File: src/rtl/clz_norm.sv
// clz_norm: pipelined leading-zero / redundant-sign counter and normaliser.
//   MODE 0 counts leading zeros, MODE 1 counts redundant sign bits. Each result
//   carries the count, the input shifted left by that count, a degenerate-word
//   flag and the caller's tag. The pipeline has STAGES register slots with full
//   valid/ready backpressure and bubble collapse. STAGES = 0 is purely
//   combinational.
// Ports:
//   clock, reset_n       rising-edge clock, asynchronous active-low reset
//   in_valid / in_ready  input handshake (in_ready may follow out_ready combinationally)
//   in_data [W], in_tag [TW]            word to analyse, opaque sideband
//   out_valid / out_ready               output handshake
//   out_count [CW], out_data [W], out_zero, out_tag [TW]   result of one word
module clz_norm #(
  parameter int unsigned W      = 32,
  parameter int unsigned MODE   = 0,
  parameter int unsigned STAGES = 2,
  parameter int unsigned TW     = 4,
  localparam int unsigned CW    = $clog2(W + 1)
) (
  input  logic          clock,
  input  logic          reset_n,
  input  logic          in_valid,
  output logic          in_ready,
  input  logic [W-1:0]  in_data,
  input  logic [TW-1:0] in_tag,
  output logic          out_valid,
  input  logic          out_ready,
  output logic [CW-1:0] out_count,
  output logic [W-1:0]  out_data,
  output logic          out_zero,
  output logic [TW-1:0] out_tag
);

  // The width is padded up to a power of two so the count tree halves evenly.
  localparam int unsigned LP = $clog2(W);
  localparam int unsigned P  = 1 << LP;

  typedef struct packed {
    logic [CW-1:0] count;
    logic [W-1:0]  data;
    logic          zero;
    logic [TW-1:0] tag;
  } payload_t;

  // Recursive halving: at each level test whether the upper half of the
  // remaining window is all zero; if so record the bit and shift it away.
  function automatic logic [LP:0] lead_count(input logic [P-1:0] v);
    logic [P-1:0] x;
    logic [P-1:0] mask;
    logic [LP:0]  n;
    x = v;
    n = '0;
    if (v == '0) begin
      n = (LP + 1)'(P);
    end else begin
      for (int l = int'(LP) - 1; l >= 0; l--) begin
        mask = ~({P{1'b1}} >> (1 << l));
        if ((x & mask) == '0) begin
          n[l] = 1'b1;
          x    = x << (1 << l);
        end
      end
    end
    return n;
  endfunction

  // Count and normalise the incoming word.
  logic [W-1:0]  t_c;
  logic [P-1:0]  padded_c;
  logic [LP:0]   raw_c;
  logic [LP:0]   clamp_c;
  logic [CW-1:0] cnt_c;
  payload_t      in_pl_c;

  always_comb begin
    // In sign mode, folding with the MSB turns the sign run into a zero run;
    // the inverted-MSB pad bits then become ones, same as in zero mode.
    t_c = (MODE == 1 && in_data[W-1]) ? ~in_data : in_data;
    padded_c = '1;
    padded_c[P-1 -: W] = t_c;
    raw_c   = lead_count(padded_c);
    clamp_c = (32'(raw_c) > W) ? (LP + 1)'(W) : raw_c;
    // The sign run always includes the MSB itself, so one bit is not redundant.
    cnt_c   = (MODE == 1) ? CW'(clamp_c - (LP + 1)'(1)) : CW'(clamp_c);
    in_pl_c.count = cnt_c;
    in_pl_c.data  = in_data << cnt_c;
    in_pl_c.zero  = (MODE == 1) ? (t_c == '0) : (in_data == '0);
    in_pl_c.tag   = in_tag;
  end

  generate
    if (STAGES == 0) begin : g_comb
      // Pass-through: results are combinational; outputs forced low in reset.
      assign in_ready  = out_ready;
      assign out_valid = in_valid & reset_n;
      assign out_count = reset_n ? in_pl_c.count : '0;
      assign out_data  = reset_n ? in_pl_c.data  : '0;
      assign out_zero  = reset_n & in_pl_c.zero;
      assign out_tag   = reset_n ? in_pl_c.tag   : '0;
    end else begin : g_pipe
      logic [STAGES-1:0] v;
      logic [STAGES-1:0] vin;
      logic [STAGES-1:0] adv;
      logic [STAGES-1:0] rdy;
      payload_t          pl  [STAGES];
      payload_t          pin [STAGES];

      // adv[k]: slot k's contents leave this cycle. rdy[k]: slot k can load.
      always_comb begin
        logic a;
        for (int k = 0; k < int'(STAGES); k++) begin
          a = out_ready;
          for (int j = k + 1; j < int'(STAGES); j++) begin
            a = a | ~v[j];
          end
          adv[k] = a;
          rdy[k] = ~v[k] | a;
        end
      end

      // Each slot loads from its upstream neighbour (slot 0 from the input).
      always_comb begin
        vin[0] = in_valid;
        pin[0] = in_pl_c;
        for (int k = 1; k < int'(STAGES); k++) begin
          vin[k] = v[k-1];
          pin[k] = pl[k-1];
        end
      end

      // Slot registers; payload only loads when a valid word arrives.
      always_ff @(posedge clock or negedge reset_n) begin
        if (!reset_n) begin
          v <= '0;
          for (int k = 0; k < int'(STAGES); k++) begin
            pl[k] <= '0;
          end
        end else begin
          for (int k = 0; k < int'(STAGES); k++) begin
            if (rdy[k]) begin
              v[k] <= vin[k];
              if (vin[k]) begin
                pl[k] <= pin[k];
              end
            end
          end
        end
      end

      assign in_ready  = rdy[0];
      assign out_valid = v[STAGES-1];
      assign out_count = pl[STAGES-1].count;
      assign out_data  = pl[STAGES-1].data;
      assign out_zero  = pl[STAGES-1].zero;
      assign out_tag   = pl[STAGES-1].tag;
    end
  endgenerate

endmodule

File: config.mk
export PLATFORM = sky130hd
export DESIGN_NAME = clz_norm
export DESIGN_NICKNAME = d
export VERILOG_FILES = /design/src/rtl/clz_norm.sv
export SDC_FILE = /design/constraint.sdc
export NUM_CORES = 1
export LEC_CHECK = 0
export BUFFER_PORTS_ARGS = -buffer_cell sky130_fd_sc_hd__buf_2
export CAP_MARGIN = 25
export CORE_ASPECT_RATIO = 1.1
export CORE_UTILIZATION = 52
export CTS_BUF_LIST = sky130_fd_sc_hd__clkbuf_16
export CTS_CLUSTER_SIZE = 14
export DETAILED_ROUTE_END_ITERATION = 10
export PLACE_DENSITY = 0.77
export SLEW_MARGIN = 5
export SYNTH_ARGS = -nofsm -noshare
export SYNTH_HDL_FRONTEND = slang
export SYNTH_SLANG_ARGS = --single-unit
File: constraint.sdc
create_clock -name clock -period 1.7 [get_ports clock]
set_clock_uncertainty 0.15 [all_clocks]
set_input_delay 0.17 -clock clock [delete_from_list [all_inputs] [get_ports clock]]
set_output_delay 0.17 -clock clock [all_outputs]
set_load 0.05 [all_outputs]
==> results of run 1 <==
logic make-up after synthesis:
family                 count (synthesis)  synth area share
AND/OR/NAND/NOR                      160             0.143
AO/OA/AOI/OAI                        201             0.276
flip-flops                            88             0.404
multiplexers                          66             0.135
buffers and inverters                 45            0.0425
what timing repair did:
action                     CTS
gates resized for setup    141
hold endpoints to repair    93
setup buffers               36
cloned                       2
setup endpoints to repair   36
pin swaps                   48
hold buffers                 6
through the flow:
| stage | worst slack [ns] | utilization | hold slack (ns) |
|---|---|---|---|
| after floorplan | -1.65 | - | -0.276 |
| after global placement | -1.88 | 0.732 | -0.104 |
| after detailed placement | -1.95 | 0.732 | -0.0963 |
| after CTS | -1.37 | 0.855 | 0.0569 |
metal layers:
layer  global-route usage  GRT overflow
met2                0.911             4
met3                0.459             0
met5                0.149             0
met4                0.731             3
met1                0.681             0
==> results.tsv, run 1 <==
stage	metric	value	unit
status	status	aborted with a tool error	
status	Fail Step	global routing	
status	Err	[ERROR GRT-0232] Routing congestion too high. Check the congestion heatmap in the GUI.	
logic_synthesis	Post-Syn Nets	600	
logic_synthesis	Post-Syn Instances	560	
logic_synthesis	syn_area_per_cell	9.73	um2
clock_tree	Root Buffer	clkbuf_16	
logic_synthesis	mapped cell area	5450	um2
logic_synthesis	Synth area leaders	dfrtp_1 (40%), mux2_2 (9.7%), nand2_1 (4.7%)	
logic_synthesis	Yosys reg bits	88	
logic_synthesis	top cells by count, synth	dfrtp_1 (88), nand2_1 (68), mux2_2 (47)	
place	placer's final routability congestion estimate	0.976	
place	HPWL Detailed	16300	um
die	Die H	109	um
die	I/O pin total	85	
clock_tree	buffer depth of the longest clock path	2	
sta	Worst EP Category	register input	
place	post-place instance area	7340	um2
logic_synthesis	Yosys top cell area share	0.404	
die	number of cell rows	38	
place	Cells after DPL	922	
die	Initial Util	0.543	
logic_synthesis	part of the Yosys area used for sequential elements	0.404	
logic_synthesis	predominant post-synthesis flop cell	dfrtp_1	
logic_synthesis	Post-synth EDFFs	0	
global_route	gr usage total	0.688	
place	I/O Buffers	84	
logic_synthesis	synth unique cells	70	
logic_synthesis	Synth Warn #	0	
sta	Worst endpoint, post-GRT repair	g_pipe.pin[28]$_DFFE_PN0P_/D	
clock_tree	H-tree levels	3	
clock_tree	CTS buffer count	9	
clock_tree	Sink Count	88	
logic_synthesis	fraction of registers with async set/reset	1.00	
global_route	remaining global-route overflow	7	
die	die width	99.6	um
logic_synthesis	Yosys top cell by area	dfrtp_1	
global_route	largest net degree at the start of global routing	44	
logic_synthesis	most instantiated library cell after synthesis	dfrtp_1	
==> inputs of run 2 (changes only) <==
Settings changed: CORE_ASPECT_RATIO 1.1 to not set, CORE_UTILIZATION 52 to 40, CTS_BUF_LIST sky130_fd_sc_hd__clkbuf_16 to not set, CTS_CLUSTER_SIZE 14 to not set, PLACE_DENSITY 0.77 to not set, PLACE_DENSITY_LB_ADDON set to 0.15.
Clock period 1.7 ns to 2.2 ns, I/O delays scaled along.
==> run 2 against run 1 <==
  * The flow now finishes, with violations (setup timing)
  * Synthesized cell count did not move
  * Synthesized area did not move
==> results.tsv, run 2 <==
stage	metric	value	unit	change
status	status	finished with violations		
status	failing checks	setup timing		
power_and_ir_drop	peak supply drop	0.442	mV	
clock_tree	H-tree levels	3		unchanged
global_route	vias in the first global route	6278		
sta	fmax	0.300	GHz	
routing	total routed wirelength	22400	um	
setup_path	CP max-delay cell	or4_4		
sta	final-report hold violation count	0		
logic_synthesis	Yosys top cell by area	dfrtp_1		
routing	DR vias/cell	5.96		
final_layout	count of filler cells inserted in the layout	1029		
hold_path	hold crit path type	primary input to flip-flop		
routing	Routed wire per std cell	21.6	um	
setup_path	buffers and inverters on the worst path	3		
place	I/O Buffers	84		unchanged
setup_path	CP startpoint kind	primary input		
global_route	first-pass GRT wire length	33700	um	
sta	Final setup viols	33		
die	Die H	119	um	+8.6%
setup_path	CP endpoint kind	flip-flop		
power_and_ir_drop	Clock power frac	0.258		
setup_path	CP delay by family, top	compound AO/OA/AOI/OAI gates		
routing	vias	6167		
sta	unrepaired setup endpoints after global routing	yes		
final_layout	Area growth syn-to-layout	68.4	%	
clock_tree	CTS buffer count	9		unchanged
final_layout	max reg flops	43		
power_and_ir_drop	Flop pwr share	0.338		
clock_tree	Sink Count	88		unchanged
final_layout	most frequent cells in the layout	buf_4 (174), dfrtp_1 (87), buf_2 (82)		
die	DIE AREA	14100	um2	
clock_tree	TritonCTS clock tree	built		
logic_synthesis	synth unique cells	70		unchanged
power_and_ir_drop	Net Sw Power	2.31	mW	
die	core area	13200	um2	
setup_path	crit-path max FO	7		
power_and_ir_drop	leakage power	4.15	nW	
sta	Worst Tran Pin Value	0.729	ns	
final_layout	Layout Nets	894		
sta	Final period util	1.52		
global_route	met2 GRT Util	0.540		
logic_synthesis	Yosys reg bits	88		unchanged
global_route	global route hottest layer	met2		
global_route	gr usage total	0.313		
setup_path	Worst EP required	2.27	ns	
power_and_ir_drop	switch share	0.376		
logic_synthesis	Synth Warn #	0		unchanged
power_and_ir_drop	power share of the combinational group	0.403		
sta	fin crit period	3.34	ns	
run	max-cap check violation count	0		
final_layout	most common cell after layout, fill and taps aside	buf_4		
clock_tree	worst-skew pair later-pin latency	0.34	ns	
place	HPWL Detailed	16400	um	+0.52%
clock_tree	Root Buffer	clkbuf_16		
global_route	remaining global-route overflow	0		
final_layout	layout cell share with drive strength beyond 1	0.596		
routing	First-pass DRT Iterations	6		
final_layout	FF/Latch Area	2200	um2	
global_route	met3 track demand over resource	0.0425		
setup_path	max incr delay on CP	0.56	ns	
global_route	initial antenna violation count	0		
logic_synthesis	top cells by count, synth	dfrtp_1 (88), nand2_1 (68), mux2_2 (47)		
die	number of cell rows	42		+11%
final_layout	Antenna Cells	0		
global_route	met1 Usage GRT	0.374		
routing	drt drc	0		
logic_synthesis	Synth area leaders	dfrtp_1 (40%), mux2_2 (9.7%), nand2_1 (4.7%)		
die	die width	119	um	+19%
place	post-place instance area	7390	um2	+0.70%
logic_synthesis	predominant post-synthesis flop cell	dfrtp_1		
die	Initial Util	0.412		-0.132
place	placer's final routability congestion estimate	0.964		-1.2%
logic_synthesis	mapped cell area	5450	um2	unchanged
logic_synthesis	Post-Syn Instances	560		unchanged
global_route	largest net degree at the start of global routing	44		
logic_synthesis	part of the Yosys area used for sequential elements	0.404		unchanged
clock_tree	clock slew at reported path FFs	0.06	ns	
logic_synthesis	most instantiated library cell after synthesis	dfrtp_1		
sta	Slew HR	0.511		
sta	Slew Limit Fails	0		
setup_path	cell mode on critical path	buf_4		
setup_path	worst-path cell chain	buf_6 -> or4_4 -> o41a_1 -> buf_4 -> o31ai_4 -> buf_4 -> o21bai_4 -> nor2_4 -> mux2i_2 -> a211o_1 -> o21ai_1 -> a221o_1 -> o311a_1		
logic_synthesis	Yosys top cell area share	0.404		unchanged
setup_path	critical path class	primary input to flip-flop		
final_layout	final cell count without fillers	1035		
sta	min setup slack post-route	-1.14	ns	
routing	DRT iter0 DRCs	602		
power_and_ir_drop	PD cells	669	nW/um2	
die	I/O pin total	85		unchanged
logic_synthesis	Post-Syn Nets	600		unchanged
clock_tree	buffer depth of the longest clock path	2		unchanged
place	Cells after DPL	954		+3.5%
logic_synthesis	fraction of registers with async set/reset	1.00		unchanged
routing	Detail Route Antenna Nets	0		
final_layout	area occupied by multi-input gates	3820	um2	
logic_synthesis	Post-synth EDFFs	0		unchanged
power_and_ir_drop	P_int	3.83	mW	
setup_path	Worst EP arrival	3.41	ns	
final_layout	Finished Cell Area	9180	um2	
logic_synthesis	syn_area_per_cell	9.73	um2	unchanged
[run 2: final timing paths]
path / from / endpoint / slack [ns] / depth (start not counted)
worst max-delay path: in_data[19] / g_pipe.pin[33] / -1.14 / 13
worst min-delay path: out_ready / g_pipe.v[1] / 0.04 / 3
worst max register to register: g_pipe.v[1] / g_pipe.pin[25] / 0.26 / 7
worst min register to register: g_pipe.pin[0] / g_pipe.pin[0] / 0.32 / 2
max in group asynchronous: reset_n / g_pipe.pin[17] / 1.07 / 3
min in group asynchronous: reset_n / out_zero / 0.23 / 2
[run 2: cell type report]
| type | instances | area share |
|---|---|---|
| inverters | 4 | 0.00164 |
| clock inverters | 5 | 0.00681 |
| clock buffers | 11 | 0.0275 |
| flip-flops and latches | 88 | 0.240 |
| multi-input cells | 428 | 0.416 |
| repair buffers | 323 | 0.284 |
| well taps | 176 | 0.0240 |
[run 2: per-layer routing]
layer  wire length, um  vias up
met5                 0        -
met4              1230        0
met3              1540       93
met2             11000      328
met1              8610     3001
li1                  -     2745
[run 2: tightest hold or removal path, delay by kind of cell]
kind	cells	cell delay [ns]
and+or+nand+nor	2	0.19
buffers and inverters	1	0.08
[run 2: stage by stage]
stage	setup WS [ns]	utilization	total power, mW	setup TNS [ns]	hold slack [ns]
final	-1.14	0.693	6.14	-31.34	0.0392
after global routing	-1.24	0.693	6.39	-34.01	0.0694
after CTS	-1.10	0.646	6.01	-29.67	0.0321
after detailed placement	-1.66	0.558	4.22	-42.39	0.0462
after global placement	-1.60	0.558	4.19	-41.40	0.0337
after floorplan	-1.20	-	3.46	-29.25	-0.226
[run 2: kinds of logic after synthesis]
| logic type | share of synthesized area |
|---|---|
| AO/OA/AOI/OAI | 0.276 |
| flip-flops | 0.404 |
| multiplexers | 0.135 |
| AND/OR/NAND/NOR | 0.143 |
| buffers and inverters | 0.0425 |
[run 2: power groups by stage]
stage | sequential [mW] | clock, mW | combinational (mW)
after floorplan | 2.74 | 0 | 0.723
after global placement | 2.09 | 0 | 2.10
after detailed placement | 2.11 | 0 | 2.12
after CTS | 2.08 | 1.62 | 2.31
after global routing | 2.11 | 1.69 | 2.59
final | 2.08 | 1.59 | 2.48
[run 2: what timing repair did]
action	CTS	global route
cloned	1	3
setup endpoints to repair	34	34
hold buffers	6	0
setup buffers	40	23
hold endpoints to repair	37	0
pin swaps	44	37
resized for setup	110	78
Note: power is estimated with default switching activity, not from simulation.
==> inputs of run 3 (changes only) <==
Clock period 2.2 ns to 4 ns, I/O delays scaled along.
==> run 3 against run 2 <==
  * The flow finishes with violations (hold timing)
  * Critical path depth decreased by 1
  * Sequential power decreased by 45%
  * Global-route usage decreased by 3.1 points
  * Routed wire length decreased by 14%
  * Sequential share of layout area increased by 7.9 points
  * Design area decreased by 25%
  * Non-clock buffer count decreased by 147
  * Total power decreased by 50%
  * Critical path type unchanged
  * Largest power group is now sequential cells
==> results.tsv, run 3 (synthesis gave the netlist of run 2 again) <==
stage	metric	value	unit	change
status	status	finished with violations		
status	failing checks	hold timing		
sta	min setup slack post-route	0.188	ns	+1.33 ns
power_and_ir_drop	Overall Power	3.09	mW	-50%
final_layout	Finished Cell Area	6900	um2	-25%
routing	total routed wirelength	19300	um	-14%
clock_tree	buffer depth of the longest clock path	2		unchanged
setup_path	Worst EP required	4.07	ns	+1.80 ns
place	Placement Setup Slack	-0.124	ns	+1.54 ns
die	Die H	119	um	unchanged
clock_tree	hold_buf cts	0		-6
sta	fin crit period	3.81	ns	
run	max-cap check violation count	0		unchanged
final_layout	final cell count without fillers	887		-14%
setup_path	Worst EP arrival	3.88	ns	+0.47 ns
routing	Detail Route Antenna Nets	0		unchanged
sta	fmax	0.262	GHz	
sta	final-report hold violation count	34		+34
power_and_ir_drop	peak supply drop	0.201	mV	-54%
routing	Routed wire per std cell	21.7	um	+0.36%
power_and_ir_drop	PD cells	448	nW/um2	-33%
place	HPWL Detailed	15000	um	-8.0%
die	core area	13200	um2	unchanged
hold_path	hold crit path type	primary input to async pin		
sta	Slew HR	0.498		-0.0133
clock_tree	Post-CTS Setup Bufs	0		-100%
global_route	remaining global-route overflow	0		unchanged
sta	setup TNS	0	ns	+31.34 ns
sta	unrepaired setup endpoints after global routing	no		
clock_tree	Root Buffer	clkbuf_16		
global_route	initial antenna violation count	0		unchanged
routing	DR vias/cell	5.95		-0.15%
routing	vias	5277		-14%
die	Initial Util	0.412		unchanged
die	die width	119	um	unchanged
setup_path	critical path class	primary input to flip-flop		
final_layout	Antenna Cells	0		unchanged
power_and_ir_drop	leakage power	3.16	nW	-24%
final_layout	final core utilization	0.521		-0.172
global_route	largest net degree at the start of global routing	63		+43%
die	number of cell rows	42		unchanged
setup_path	CP endpoint kind	flip-flop		
sta	Final period util	0.953		
die	I/O pin total	85		unchanged
final_layout	layout cell share with drive strength beyond 1	0.373		-0.223
place	I/O Buffers	84		unchanged
final_layout	max reg flops	43		unchanged
place	placer's final routability congestion estimate	0.927		-3.8%
routing	First-pass DRT Iterations	6		unchanged
final_layout	most frequent cells in the layout	buf_4 (91), dfrtp_1 (88), buf_2 (83)		
clock_tree	Sink Count	88		unchanged
clock_tree	CTS buffer count	9		unchanged
clock_tree	clock slew at reported path FFs	0.06	ns	about the same
sta	Slew Limit Fails	0		unchanged
sta	Worst Tran Pin Value	0.753	ns	+0.0243 ns
global_route	first-pass GRT wire length	30000	um	-11%
clock_tree	Post-CTS Resized	0		-100%
place	Cells after DPL	870		-8.8%
die	DIE AREA	14100	um2	unchanged
global_route	vias in the first global route	5250		-16%
clock_tree	H-tree levels	3		unchanged
routing	DRT iter0 DRCs	495		-18%
routing	drt drc	0		unchanged
sta	Final setup viols	0		-100%
global_route	gr usage total	0.282		-0.0314
setup_path	CP startpoint kind	primary input		
clock_tree	TritonCTS clock tree	built		
clock_tree	worst-skew pair later-pin latency	0.33	ns	about the same
sta	final hold slack	-0.0183	ns	-0.0574 ns
place	post-place instance area	6580	um2	-11%
final_layout	Area growth syn-to-layout	26.6	%	
setup_path	crit-path max FO	12		+5
final_layout	Layout Nets	746		-17%
final_layout	most common cell after layout, fill and taps aside	buf_4		
[run 3: changes by cell type in the layout (fill, tap and decap cells not counted), moves of 8 or more]
cell,previous run,this run
buf_4,174,91
buf_6,45,0
nand2_1,59,67
buf_12,12,2
a21oi_1,13,27
a21oi_2,12,4
o21ai_2,11,0
mux2i_1,6,15
a211oi_1,7,16
o21ai_0,10,26
[run 3: layout make-up]
class / instances / area [um2]
fill: 1294 / 6340
multi-input combinational: 427 / 3020
sequential: 88 / 2200
timing repair buffer: 176 / 1140
clock buffer: 13 / 260
tap: 176 / 220
clock inverter: 3 / 47.5
inverter: 4 / 15.0
[run 3: layer usage]
| layer | up-vias | wire length, um | track usage |
|---|---|---|---|
| li1 | 2441 | - | - |
| met1 | 2588 | 8220 | 0.364 |
| met2 | 210 | 9400 | 0.476 |
| met3 | 38 | 1000 | 0.0314 |
| met4 | 0 | 645 | 0.119 |
| met5 | - | 0 | 0 |
[run 3: path summary, 6_finish.rpt]
kind | to | start | depth (start not counted) | slack (ns)
min | out_tag[3] | reset_n | 1 | -0.02
max reg2reg | g_pipe.pin[25] | g_pipe.v[0] | 6 | 1.60
min in group clock | g_pipe.pin[3] | in_tag[3] | 3 | 0.11
max in group asynchronous | out_data[5] | reset_n | 2 | 2.86
min reg2reg | g_pipe.pin[4] | g_pipe.pin[4] | 1 | 0.32
max | g_pipe.pin[33] | in_data[20] | 12 | 0.19
[run 3: critical path, stage by stage]
cell	delay, ns
buf_2	0.11
or4_1	0.69
a211oi_2	0.42
nor2_1	0.11
buf_4	0.18
a22o_1	0.23
nor2_4	0.37
mux2i_1	0.41
a211o_1	0.19
o21ai_0	0.09
a221o_1	0.35
o311a_1	0.32
[run 3: power breakdown]
group / leakage [nW] / switching [mW] / internal [mW]
logic: 1.92 / 0.730 / 0.359
clock network: 0.151 / 0.333 / 0.523
registers: 1.08 / 0.0909 / 1.05
==> inputs of run 4 (changes only) <==
Settings changed: ABC_AREA set to 1, CORE_UTILIZATION 40 to 28.
==> run 4 against run 3 <==
  * Flip-flop and latch count stayed put
  * Total power rose by 12%
  * Die area is 43% higher
  * Sequential power is 6% higher
  * Largest power group is now combinational cells
  * Non-clock buffer count shrank 76
  * Register-to-register slack gained 0.11 ns
  * Clock power rose by 9.5%
  * Setup slack better by 0.50 ns
  * Largest cell class unchanged
  * Fmax up 15%
  * The flow now finishes without violations
  * Routed wire length is 11% lower
  * Critical path depth increased by 12
  * Synthesized cell count up 30%
==> results.tsv, run 4 <==
stage	metric	value	unit	change
status	status	finished, final reports clean		
global_route	vias in the first global route	4908		-6.5%
logic_synthesis	syn_area_per_cell	7.54	um2	-23%
die	core area	19000	um2	+43%
routing	Detail Route Antenna Nets	0		unchanged
logic_synthesis	synth unique cells	32		-54%
setup_path	max incr delay on CP	0.33	ns	-0.36 ns
logic_synthesis	Yosys reg bits	88		unchanged
routing	metal1 wirelength	8590	um	+4.5%
place	I/O Buffers	84		unchanged
setup_path	critical path class	primary input to flip-flop		
routing	DR WL met2	7430	um	-21%
final_layout	Layout Nets	840		+13%
routing	total routed wirelength	17100	um	-11%
sta	Worst Tran Pin Value	0.860	ns	+0.106 ns
setup_path	CP endpoint kind	flip-flop		
sta	final hold slack	0.0137	ns	+0.0320 ns
setup_path	Worst EP arrival	3.44	ns	-0.44 ns
global_route	first-pass GRT wire length	27800	um	-7.1%
sta	Final period util	0.829		-0.124
sta	setup TNS	0	ns	unchanged
setup_path	CP startpoint kind	primary input		
clock_tree	TritonCTS clock tree	built		
die	die width	142	um	+20%
logic_synthesis	Post-Syn Nets	768		+28%
die	I/O pin total	85		unchanged
clock_tree	clock slew at reported path FFs	0.07	ns	about the same
final_layout	Area growth syn-to-layout	18.3	%	
place	placer's final routability congestion estimate	0.869		-6.3%
final_layout	layout cell share with drive strength beyond 1	0.231		-0.142
final_layout	most frequent cells in the layout	nand2_1 (209), nand3_1 (176), dfrtp_1 (88)		
final_layout	max reg flops	43		unchanged
setup_path	crit-path max FO	33		+21
global_route	largest net degree at the start of global routing	66		+4.8%
logic_synthesis	Yosys top cell by area	dfrtp_1		
global_route	initial antenna violation count	0		unchanged
run	max-cap check violation count	0		unchanged
setup_path	CP max-delay cell	nand2_4		
sta	Slew HR	0.427		-0.0709
hold_path	hold crit path type	primary input to async pin		
routing	DR vias/cell	4.81		-19%
routing	Routed wire per std cell	16.1	um	-26%
setup_path	CP delay by family, top	simple AND/OR/NAND/NOR gates		
sta	Final setup viols	0		unchanged
sta	unrepaired setup endpoints after global routing	no		
logic_synthesis	Post-Syn Instances	728		+30%
sta	final-report hold violation count	0		-100%
power_and_ir_drop	peak supply drop	0.183	mV	-9.0%
sta	min setup slack post-route	0.685	ns	+0.498 ns
setup_path	cell mode on critical path	nand2_1		
die	DIE AREA	20200	um2	+43%
logic_synthesis	Post-synth EDFFs	0		unchanged
power_and_ir_drop	PD cells	535	nW/um2	+20%
logic_synthesis	top cells by count, synth	nand2_1 (210), nand3_1 (176), dfrtp_1 (88)		
routing	DRT iter0 DRCs	431		-13%
clock_tree	H-tree levels	3		unchanged
clock_tree	buffer depth of the longest clock path	2		unchanged
final_layout	final core utilization	0.342		-0.179
final_layout	most common cell after layout, fill and taps aside	nand2_1		
clock_tree	Sink Count	88		unchanged
logic_synthesis	Yosys top cell area share	0.401		-0.00258
setup_path	worst-path cell chain	buf_2 -> nor2_1 -> nand2_1 -> nor2_8 -> nand2_4 -> nand2_1 -> nand2_1 -> nand2_2 -> nor2_4 -> nand3_1 -> nand2_1 -> nor2_4 -> nand3_1 -> nand2_1 -> nand2_4 -> nand2_4 -> inv_2 -> nor2_1 -> nand2_1 -> nand2_1 -> nand3_1 -> a21oi_1 -> nand2_1 -> nand2_1		
routing	vias	5123		-2.9%
routing	drt drc	0		unchanged
clock_tree	hold_buf cts	0		unchanged
global_route	gr usage total	0.177		-0.104
setup_path	Worst EP required	4.13	ns	+0.06 ns
clock_tree	Root Buffer	clkbuf_16		
sta	fin crit period	3.31	ns	-0.498 ns
power_and_ir_drop	Overall Power	3.47	mW	+12%
setup_path	buffers and inverters on the worst path	2		unchanged
logic_synthesis	predominant post-synthesis flop cell	dfrtp_1		
final_layout	count of filler cells inserted in the layout	2069		+60%
logic_synthesis	mapped cell area	5490	um2	+0.64%
clock_tree	CTS buffer count	9		unchanged
routing	First-pass DRT Iterations	5		-1
clock_tree	Post-CTS Setup Bufs	0		unchanged
routing	routed wl met3	914	um	-9.0%
logic_synthesis	part of the Yosys area used for sequential elements	0.401		-0.00258
power_and_ir_drop	leakage power	3.36	nW	+6.6%
place	Placement Setup Slack	0.375	ns	+0.500 ns
routing	Highest Signal Layer	met4		
logic_synthesis	Synth area leaders	dfrtp_1 (40%), nand3_1 (16%), nand2_1 (14%)		
place	HPWL Detailed	12600	um	-16%
logic_synthesis	fraction of registers with async set/reset	1.00		unchanged
logic_synthesis	Synth Warn #	0		unchanged
die	number of cell rows	50		+19%
die	Die H	142	um	+20%
clock_tree	worst-skew pair later-pin latency	0.33	ns	about the same
sta	Slew Limit Fails	0		unchanged
final_layout	Antenna Cells	0		unchanged
logic_synthesis	most instantiated library cell after synthesis	nand2_1		
clock_tree	Post-CTS Resized	0		unchanged
die	Initial Util	0.289		-0.122
sta	fmax	0.302	GHz	+15%
global_route	remaining global-route overflow	0		unchanged
[run 4: changes by cell type after synthesis, sizes merged, moves of 10 or more]
cell | previous run | this run
mux2i | 15 | 0
inv | 4 | 57
nor2 | 44 | 29
o21ai | 29 | 39
a22oi | 14 | 1
a22o | 13 | 0
a21oi | 31 | 13
a211o | 11 | 0
mux2 | 51 | 28
nand2 | 71 | 223
a211oi | 19 | 0
nand3 | 8 | 190
[run 4: stage by stage]
step | instance area [um2] | instances
after floorplan | 5490 | 728
after global placement | 6130 | 1048
after detailed placement | 6130 | 1048
after CTS | 6460 | 1064
after global routing | 6490 | 1065
final | 6490 | 1065
[run 4: cell type report]
class / count / area (um2) / area share
repair buffers: 100 / 563 / 0.0868
flip-flops and latches: 88 / 2200 / 0.339
inverters: 58 / 220 / 0.0339
clock buffers: 12 / 256 / 0.0395
well taps: 260 / 325 / 0.0501
multi-input cells: 543 / 2850 / 0.439
clock inverters: 4 / 76.3 / 0.0118
[run 4: cells by family after synthesis]
group | synth area share
AND/OR/NAND/NOR | 0.395
buffers and inverters | 0.0807
multiplexers | 0.0575
AO/OA/AOI/OAI | 0.0654
flip-flops | 0.401
[run 4: path summary, 6_finish.rpt]
| check | from | end | slack [ns] | depth (start not counted) |
|---|---|---|---|---|
| hold / removal | reset_n | g_pipe.pin[0] | 0.01 | 1 |
| hold reg to reg | out_zero | out_zero | 0.33 | 2 |
| setup reg to reg | g_pipe.v[1] | g_pipe.pin[25] | 1.71 | 8 |
| max in group asynchronous | reset_n | g_pipe.pin[39] | 2.84 | 2 |
| min in group clock | in_tag[2] | g_pipe.pin[2] | 0.11 | 3 |
| setup / recovery | in_data[26] | g_pipe.pin[25] | 0.69 | 24 |
[run 4: metal layers]
metal / up-vias / global-route usage
li1: 2565 / -
met1: 2386 / 0.269
met2: 163 / 0.261
met3: 9 / 0.0236
met4: 0 / 0.0470
met5: - / 0
[run 4: power breakdown]
group / leakage, nW / internal (mW) / switching, mW
combinational: 2.11 / 0.349 / 0.969
clock: 0.159 / 0.583 / 0.354
sequential: 1.09 / 1.11 / 0.107
